File: src/rtl/lvds_rx20_align_ctrl.sv
// Purpose : training sequencer for the 20-channel LVDS receiver (PLL reset, lock wait, per-channel bit-slip alignment).
// Latency : lock seen 2 cycles after I_rx_locked; all-aligned run takes about PLL_RST_CYC+LOCK_STABLE+4+NCH*(SETTLE+MATCH_CNT+1) cycles.
// Backpres: none; I_start is ignored while O_busy is high.
//
// Ports: I_clk/I_rst_n clock and async active-low reset; I_start training request;
//   I_rx_locked async PLL lock; I_rx_out NCH*W receiver words (channel c at [c*W +: W]);
//   O_pll_areset, O_rx_cda_reset, O_rx_cda receiver controls; O_cda_rdy demux qualifier;
//   O_busy, O_done, O_fail (per channel), O_lock_fail status.
// Option: define ALIGN_CTRL_RELOCK_EN to retrain automatically on lock loss in DONE;
//   otherwise lock loss in DONE sets O_lock_fail and waits for I_start.
module lvds_rx20_align_ctrl #(
  parameter int             NCH         = 20,
  parameter int             W           = 10,
  parameter logic [W-1:0]   TRAIN_PAT   = 10'h3F0,
  parameter int             PLL_RST_CYC = 16,
  parameter int             LOCK_STABLE = 64,
  parameter int             LOCK_TO     = 4096,
  parameter int             SETTLE      = 8,
  parameter int             MATCH_CNT   = 8
) (
  input  logic               I_clk,
  input  logic               I_rst_n,
  input  logic               I_start,
  input  logic               I_rx_locked,
  input  logic [NCH*W-1:0]   I_rx_out,
  output logic               O_pll_areset,
  output logic [NCH-1:0]     O_rx_cda_reset,
  output logic [NCH-1:0]     O_rx_cda,
  output logic               O_cda_rdy,
  output logic               O_busy,
  output logic               O_done,
  output logic [NCH-1:0]     O_fail,
  output logic               O_lock_fail
);

  localparam int CW  = $clog2(LOCK_TO + 1);
  localparam int SW  = $clog2(LOCK_STABLE + 1);
  localparam int MW  = $clog2(MATCH_CNT + 1);
  localparam int LW  = $clog2(W + 1);
  localparam int CHW = $clog2(NCH);

  typedef enum logic [3:0] {
    S_IDLE, S_PLL_RST, S_WAIT_LOCK, S_CDA_RST, S_SETTLE,
    S_CHECK, S_SLIP, S_NEXT, S_DONE
  } state_t;

  state_t           state_q, state_d;
  logic [CW-1:0]    cnt_q, cnt_d;
  logic [SW-1:0]    stab_q, stab_d;
  logic [MW-1:0]    match_q, match_d;
  logic [LW-1:0]    slip_q, slip_d;
  logic [CHW-1:0]   ch_q, ch_d;
  logic [1:0]       retry_q, retry_d;
  logic [NCH-1:0]   fail_q, fail_d;
  logic             lock_fail_q, lock_fail_d;
  logic             done_q, done_d, busy_q, busy_d, rdy_q, rdy_d;
  logic             pll_q;
  logic [NCH-1:0]   cda_rst_q, cda_q, cda_d;
  logic             lock_meta, lock_sync, lock_prev, lock_drop;
  logic             train_active, start_ok;
  logic [W-1:0]     ch_word;

  // Two-flop synchroniser; lock_prev gives a falling-edge detect for DONE.
  always_ff @(posedge I_clk or negedge I_rst_n) begin
    if (!I_rst_n) begin
      lock_meta <= 1'b0;
      lock_sync <= 1'b0;
      lock_prev <= 1'b0;
    end else begin
      lock_meta <= I_rx_locked;
      lock_sync <= lock_meta;
      lock_prev <= lock_sync;
    end
  end

  assign lock_drop    = lock_prev && !lock_sync;
  assign train_active = state_q inside {S_CDA_RST, S_SETTLE, S_CHECK, S_SLIP, S_NEXT};
  // A lock drop in DONE wins over a coincident start request.
  assign start_ok     = I_start && ((state_q == S_IDLE) || (state_q == S_DONE && !lock_drop));

  always_comb begin
    ch_word = '0;
    for (int c = 0; c < NCH; c++)
      if (ch_q == CHW'(c)) ch_word = I_rx_out[c*W +: W];
  end

  always_comb begin
    state_d     = state_q;
    cnt_d       = cnt_q;
    stab_d      = stab_q;
    match_d     = match_q;
    slip_d      = slip_q;
    ch_d        = ch_q;
    retry_d     = retry_q;
    fail_d      = fail_q;
    lock_fail_d = lock_fail_q;
    done_d      = done_q;
    busy_d      = busy_q;
    rdy_d       = rdy_q && lock_sync;
    case (state_q)
      S_PLL_RST: begin
        if (cnt_q == CW'(PLL_RST_CYC - 1)) begin
          cnt_d   = '0;
          stab_d  = '0;
          state_d = S_WAIT_LOCK;
        end else cnt_d = cnt_q + CW'(1);
      end
      S_WAIT_LOCK: begin
        cnt_d  = cnt_q + CW'(1);
        stab_d = lock_sync ? stab_q + SW'(1) : '0;
        if (lock_sync && stab_q == SW'(LOCK_STABLE - 1)) begin
          cnt_d   = '0;
          state_d = S_CDA_RST;
        end else if (cnt_q == CW'(LOCK_TO - 1)) begin
          cnt_d = '0;
          if (retry_q == 2'd2) begin
            lock_fail_d = 1'b1;
            fail_d      = '1;
            busy_d      = 1'b0;
            done_d      = 1'b1;
            rdy_d       = 1'b0;
            state_d     = S_DONE;
          end else begin
            retry_d = retry_q + 2'd1;
            state_d = S_PLL_RST;
          end
        end
      end
      S_CDA_RST: begin
        if (cnt_q == CW'(1)) begin
          cnt_d   = '0;
          ch_d    = '0;
          slip_d  = '0;
          state_d = S_SETTLE;
        end else cnt_d = cnt_q + CW'(1);
      end
      S_SETTLE: begin
        if (cnt_q == CW'(SETTLE - 1)) begin
          cnt_d   = '0;
          match_d = '0;
          state_d = S_CHECK;
        end else cnt_d = cnt_q + CW'(1);
      end
      S_CHECK: begin
        if (ch_word == TRAIN_PAT) begin
          if (match_q == MW'(MATCH_CNT - 1)) state_d = S_NEXT;
          else match_d = match_q + MW'(1);
        end else begin
          cnt_d   = '0;
          state_d = S_SLIP;
        end
      end
      S_SLIP: begin
        if (cnt_q == CW'(1)) begin
          cnt_d  = '0;
          slip_d = slip_q + LW'(1);
          if (slip_q == LW'(W - 1)) begin
            fail_d[ch_q] = 1'b1;
            state_d      = S_NEXT;
          end else state_d = S_SETTLE;
        end else cnt_d = cnt_q + CW'(1);
      end
      S_NEXT: begin
        if (ch_q == CHW'(NCH - 1)) begin
          busy_d  = 1'b0;
          done_d  = 1'b1;
          rdy_d   = (fail_q == '0) && !lock_fail_q;
          state_d = S_DONE;
        end else begin
          ch_d    = ch_q + CHW'(1);
          slip_d  = '0;
          cnt_d   = '0;
          state_d = S_SETTLE;
        end
      end
      S_DONE: begin
        if (lock_drop) begin
          rdy_d = 1'b0;
`ifdef ALIGN_CTRL_RELOCK_EN
          done_d  = 1'b0;
          busy_d  = 1'b1;
          retry_d = '0;
          cnt_d   = '0;
          state_d = S_PLL_RST;
`else
          lock_fail_d = 1'b1;
`endif
        end
      end
      default: ;
    endcase

    if (start_ok) begin
      fail_d      = '0;
      lock_fail_d = 1'b0;
      done_d      = 1'b0;
      rdy_d       = 1'b0;
      busy_d      = 1'b1;
      retry_d     = '0;
      cnt_d       = '0;
      state_d     = S_PLL_RST;
    end

    // Lock loss during alignment discards this pass and restarts from the PLL reset.
    if (train_active && !lock_sync) begin
      fail_d  = fail_q;
      busy_d  = 1'b1;
      done_d  = 1'b0;
      rdy_d   = 1'b0;
      cnt_d   = '0;
      state_d = S_PLL_RST;
    end
  end

  always_comb begin
    cda_d = '0;
    if (state_d == S_SLIP) cda_d[ch_d] = 1'b1;
  end

  // Receiver controls are registered from next-state so they are glitch-free.
  always_ff @(posedge I_clk or negedge I_rst_n) begin
    if (!I_rst_n) begin
      state_q     <= S_IDLE;
      cnt_q       <= '0;
      stab_q      <= '0;
      match_q     <= '0;
      slip_q      <= '0;
      ch_q        <= '0;
      retry_q     <= '0;
      fail_q      <= '0;
      lock_fail_q <= 1'b0;
      done_q      <= 1'b0;
      busy_q      <= 1'b0;
      rdy_q       <= 1'b0;
      pll_q       <= 1'b1;
      cda_rst_q   <= '0;
      cda_q       <= '0;
    end else begin
      state_q     <= state_d;
      cnt_q       <= cnt_d;
      stab_q      <= stab_d;
      match_q     <= match_d;
      slip_q      <= slip_d;
      ch_q        <= ch_d;
      retry_q     <= retry_d;
      fail_q      <= fail_d;
      lock_fail_q <= lock_fail_d;
      done_q      <= done_d;
      busy_q      <= busy_d;
      rdy_q       <= rdy_d;
      // IDLE is only reachable from reset, where the PLL stays held.
      pll_q       <= (state_d == S_PLL_RST) || (state_d == S_IDLE && pll_q);
      cda_rst_q   <= {NCH{state_d == S_CDA_RST}};
      cda_q       <= cda_d;
    end
  end

  assign O_pll_areset   = pll_q;
  assign O_rx_cda_reset = cda_rst_q;
  assign O_rx_cda       = cda_q;
  assign O_cda_rdy      = rdy_q;
  assign O_busy         = busy_q;
  assign O_done         = done_q;
  assign O_fail         = fail_q;
  assign O_lock_fail    = lock_fail_q;

endmodule

File: config.mk
export PLATFORM = sky130hd
export DESIGN_NAME = lvds_rx20_align_ctrl
export DESIGN_NICKNAME = d
export VERILOG_FILES = /design/src/rtl/lvds_rx20_align_ctrl.sv
export SDC_FILE = /design/constraint.sdc
export NUM_CORES = 1
export LEC_CHECK = 0
export CORE_ASPECT_RATIO = 0.75
export CORE_MARGIN = 8
export CORE_UTILIZATION = 40
export DETAILED_ROUTE_END_ITERATION = 7
export PLACE_DENSITY = 0.78
export SYNTH_ARGS = -nofsm -noshare
export SYNTH_HDL_FRONTEND = slang
export SYNTH_SLANG_ARGS = --single-unit
File: constraint.sdc
create_clock -name I_clk -period 3.51 [get_ports I_clk]
set_input_delay 0.702 -clock I_clk [delete_from_list [all_inputs] [get_ports I_clk]]
set_output_delay 0.702 -clock I_clk [all_outputs]
set_load 0.1 [all_outputs]
## Word-level counts from Yosys, hierarchy flattened

Cells that the tools add are included.
W data, S select, Z words.

| word-level totals | value |
|---|---|
| output and inout port bits | 65 |
| flip-flop bits (word level) | 88 |

| operators by class | value |
|---|---|
| $lt $le $gt $ge | 4 |
| bitwise logic cells | 2 |
| $add $sub $neg | 6 |
| equal/unequal tests | 60 |
| multiplexer cells | 100 |
| reduce and logical (&&, ||, !) cells | 38 |

Operator list:

| cell | number |
|---|---|
| $mux W10 | 20 |
| $mux W20 | 7 |
| $mux W13 | 9 |
| $pmux W13 S6 | 1 |
| $mux W4 | 18 |
| $eq A5 B4 Y1 const B | 8 |
| $pmux W20 S2 | 1 |
| $pmux W4 S7 | 1 |
| $eq A4 B3 Y1 const B | 6 |
| $mux W1 | 23 |
| $eq A5 B3 Y1 const B | 4 |
| $eq A5 B5 Y1 const B | 4 |
| $logic_not A20 Y1 | 1 |
| $or A20 B20 Y20 | 1 |
| $mux W7 | 2 |
| $pmux W7 S2 | 1 |
| $add A13 B1 Y13 const B | 1 |
| $eq A13 B1 Y1 const B | 1 |
| $eq A13 B12 Y1 const B | 1 |
| $eq A13 B3 Y1 const B | 1 |
| $eq A13 B4 Y1 const B | 1 |
| $eq A4 B2 Y1 const B | 3 |
| $lt A5 B6 Y1 const B | 2 |
| $mux W2 | 6 |
| 43 further kinds | 87 |

## Longest topological paths before layout

| logic depth | value |
|---|---|
| word-level depth | 29 |
| gate-level depth with buffers | 17 |
| mapped depth without buffers | 13 |

## Least setup slack after synthesis

No wires, ideal clock.

| timing | value |
|---|---|
| kind | register to register |
| start point | reg ch_q[0] |
| end point | reg match_q[3] |
| stages on the path, launching flop included | 16 |
| slack | 120 ps |
| arrival time | 3,311 ps |
| path buffers | 3 |
| setup time | 79 ps |
| clock period less this slack | 3,390 ps |
| path through | dfrtp_1 -> ha_1 -> buf_2 -> buf_2 -> clkbuf_1 -> and3_1 -> ha_1 -> a21oi_1 -> nand4_1 -> a2111oi_0 -> a31oi_1 -> nor4_2 -> o21ai_1 -> and2_4 -> nor4_2 -> mux2i_1 |

| on the way | value |
|---|---|
| longest elaborated chain between the ends | 24 |

RTL lines:

| what | RTL line | text |
|---|---|---|
| start, declared | 52 | `logic [CHW-1:0] ch_q, ch_d;` |
| start signal, assigned | 244 | `ch_q <= ch_d;` |
| $logic_not A5 Y1 | 84 | `if (ch_q == CHW'(c)) ch_word = I_rx_out[c*W +: W];` |
| $mux W10 (19 in a row) | 84 |  |
| $mux W10 (*) | 84 |  |
| $eq A10 B10 Y1 (*) | 145 | `if (ch_word == TRAIN_PAT) begin` |
| $ne A2 B1 Y1 (no line) (*) | - |  |
| $reduce_and A4 Y1 (no line) (*) | - |  |
| end signal, assigned | 242 | `match_q <= match_d;` |
| end, declared | 50 | `logic [MW-1:0] match_q, match_d;` |

Mark *: on every way between the ends. The rest lies on a longest branch, timed or not.
A chain may end at the register's enable or synchronous reset.

## Final worst setup path

| timing | value |
|---|---|
| start point | reg ch_q[0] |
| end point | reg cda_q[4], in the netlist O_rx_cda[4] |

| on the way | value |
|---|---|
| longest elaborated chain between the ends | 28 |

RTL lines:

| what | RTL line | text |
|---|---|---|
| $logic_not A5 Y1 | 84 |  |
| $mux W10 (20 in a row) | 84 |  |
| $eq A10 B10 Y1 | 145 |  |
| $mux W4 | 145 |  |
| $pmux W4 S7 | 100 | `case (state_q)` |
| $mux W4 | 193 | `if (start_ok) begin` |
| $mux W4 | 205 | `if (train_active && !lock_sync) begin` |
| $eq A4 B3 Y1 | 217 | `if (state_d == S_SLIP) cda_d[ch_d] = 1'b1;` |
| $mux W20 (*) | 217 |  |
| net cda_d[4] | 58 | `logic [NCH-1:0] cda_rst_q, cda_q, cda_d;` |
| end signal, assigned | 237 | `cda_q <= '0;` |
| end signal, assigned | 254 | `cda_q <= cda_d;` |
| end, declared | 58 |  |

Mark *: on every way through the listed nets, which the timed path passes. The rest lies on a longest branch.

==> impl_metrics.toml <==
[run_status]
status = "complete, no violations"

[pwr]
internal-power_mw = 1.811
p_sw_share_pct = 22.94
vdd_drop_max_uv = 259.1
finalPower_mw = 2.350
p_seq_share_pct = 43.5
switching_power_uw = 539.1
p_clk_share_pct = 43.1
power.share.combinational_pct = 13.4
p_leak_nw = 4.565
p_per_area_nw_per_um2 = 220.8

[floorplan]
ios = 269
die_y_um = 128.0
core_area_um2 = 16620
fp.dieW_um = 165.4
rows = 41
die_area_um2 = 21180
start_util_pct = 40.28

[sta]
min_period_ns = 3.469
finalHoldViolCount = 0
worst_slew_pin_slew_ns = 0.9954
fin_hold_ws_ns = 0.3531
setup_tns_ns = 0
finalSetupViolations = 0
slew_violations = 0
max_freq_ghz = 0.2883
maxSlewHeadroom_pct = 33.03
post-route-period-util_pct = 98.83
fin_skew_ns = 0.009694

[final_layout]
fin_nets = 1358
layout-drive-gt1-share_pct = 20.75
area_delta_synth_final_pct = 58.94
stdcell_count = 1363
layout_commonest_cell = "clkdlybuf4s50_1"
layout_common_cells = "clkdlybuf4s50_1 (224), buf_4 (141), nor2_1 (96)"

[worst_setup_path]
setup.worst_path.start = "ch_q[0]"
cp-end-kind = "flip-flop"
worst_ep_required_time_ns = 3.77
r2r_slack_ns = 0.04
path_max_fanout = 5
path_class = "reg2reg"
r2r-end = "O_rx_cda[4]"
crit_arrival_ns = 3.73
cp-start-kind = "flip-flop"
cp-endpoint = "O_rx_cda[4]"
r2r_start = "ch_q[0]"
ff2ff_path_depth = 18

[yosys]
synth_edf_count = 0
synth_ff_type = "dfrtp_1"
syn_inst = 825
async_flop_share_pct = 100.0
ys_ff_latch = 88
yosysTopAreaCell = "dfrtp_1"
yosysWarningCount = 0
avgSynthCellArea_um2 = 8.115
ys_seq_area_share_pct = 32.91
synth_nets = 1041
synth_area_leaders = "dfrtp_1 (33%), nor2_1 (5.4%), nand2_1 (4.8%)"
synth_top_area_share_pct = 32.52
netlist_area_um2 = 6695
synth.distinct_cells = 93

[grt]
grt_first_pass_wirelength_um = 46390
grt-ovfl-total = 0
track_usage_pct = 28.92
antenna_found_initial = 1
grt_max_degree = 67
grt_pass1_vias = 7554

[detailed_routing]
dr_total_vias = 8126
vias_per_cell = 5.962
drc_errors = 0
postRouteAntennaNets = 0
dr.pass1.iters = 8
post_drt_wl_per_cell_um = 23.86
routed_wirelength_um = 32530
first_iter_violations = 945

[clock_network]
hold_buffers = 0
cts.htree.levels = 3
clockRootBuffer = "clkbuf_16"
cts_buffers = 9
path_clk_slew_ns = 0.07
cts_tree = "built"
cts_buffer_depth = 2
cts.sink_count = 88
clk_latency_ns = 0.35

[placed_design]
place_inst = 1335
place_congestion = 0.9922
hpwl_um = 25640
port-buffer-count = 268

[flow_run]
cap_violations = 0

[hold_path]
hp-class = "reg2reg"
## metal layers
layer	track usage (%)	up-vias	routed length [um]
li1	-	3698	-
met1	42.22	3912	13920
met2	40.84	468	14010
met3	8.472	48	3970
met4	6.757	0	618
met5	0	-	0
## stage by stage
step	worst slack [ns]	utilization [%]	instance area [um2]
2_1_floorplan	0.1199	-	6695
3_3_place_gp	0.02833	59.82	9943
3_5_place_dp	-0.06191	59.82	9943
4_1_cts	0.001304	61.73	10260
5_1_grt	-0.05776	64.02	10640
6_report	0.04116	64.02	10640
## flip-flops by register name (all words and copies together), names as in the netlist
register        count
O_busy              1
O_cda_rdy           1
O_done              1
O_fail             20
O_lock_fail         1
O_pll_areset        1
O_rx_cda           20
O_rx_cda_reset      1
ch_q                5
cnt_q              13
lock_meta           1
lock_prev           1
lock_sync           1
match_q             4
retry_q             2
slip_q              4
stab_q              7
state_q             4
## synthesized netlist by cell type (all sizes together) (13+ instances only)
| cell type | instances |
|---|---|
| nor3 | 32 |
| dfrtp | 87 |
| nand3 | 26 |
| nor3b | 16 |
| o22ai | 13 |
| inv | 22 |
| clkbuf | 21 |
| nand2 | 87 |
| buf | 49 |
| o21ai | 58 |
| nor2 | 96 |
| a21oi | 63 |
## power groups by stage
stage / Clock (mW) / Combinational, mW / Sequential (mW)
floorplan: 0 / 0.0351 / 1.04
global placement: 0 / 0.307 / 1.04
detailed placement: 0 / 0.307 / 1.04
CTS: 1.02 / 0.309 / 1.02
global route: 1.07 / 0.334 / 1.02
finish: 1.01 / 0.314 / 1.02
## cell families (layout without fill, tap and decap cells)
family,count (synthesis),count (layout),share of synthesized area (%)
simple gates,370,370,30.11
flops,88,88,32.91
mux,8,8,1.196
other cells,0,1,0
xor+xnor,4,4,0.5234
fa+ha+maj,12,12,2.243
buf+inv,92,414,7.270
compound gates,251,251,25.75
## area by class of cell
type,instances,area [um2]
diodes,1,2.502
clock buffers,9,225.2
clock inverters,7,86.33
fillers,1429,5979
inverters,22,82.58
multi-input cells,645,4257
flip-flops and latches,88,2206
well taps,215,269.0
repair buffers,376,3513
## critical path, stage by stage, from the launching register on
cell      delay (ns)
dfrtp_1         0.43
inv_2           0.10
ha_4            0.18
buf_4           0.15
or2_1           0.25
buf_4           0.14
buf_4           0.15
a32o_1          0.21
a222oi_1        0.30
o311ai_1        0.17
buf_4           0.19
a21oi_4         0.14
nor4_4          0.08
o21ai_2         0.09
and2_4          0.22
o21ai_4         0.07
buf_12          0.16
buf_6           0.13
nor3b_1         0.20
## worst min-delay path by stage
stage / start / end / slack, ns / cells past startpoint
2_1_floorplan: lock_meta / lock_sync / 0.33 / 0
4_1_cts: lock_meta / lock_sync / 0.35 / 0
3_3_place_gp: lock_meta / lock_sync / 0.34 / 0
6_report: lock_meta / lock_sync / 0.35 / 0
5_1_grt: lock_meta / lock_sync / 0.38 / 0
3_5_place_dp: lock_meta / lock_sync / 0.34 / 0
## repair_timing
item | 4_1_cts | 5_1_grt
setup buffers | 0 | 8
gates cloned | 0 | 3
setup endpoints to repair | 39 | 40
hold endpoints to repair | 0 | 0
pin swaps | 1 | 10
resized for setup | 2 | 47
(Power assumes the default switching activity.)
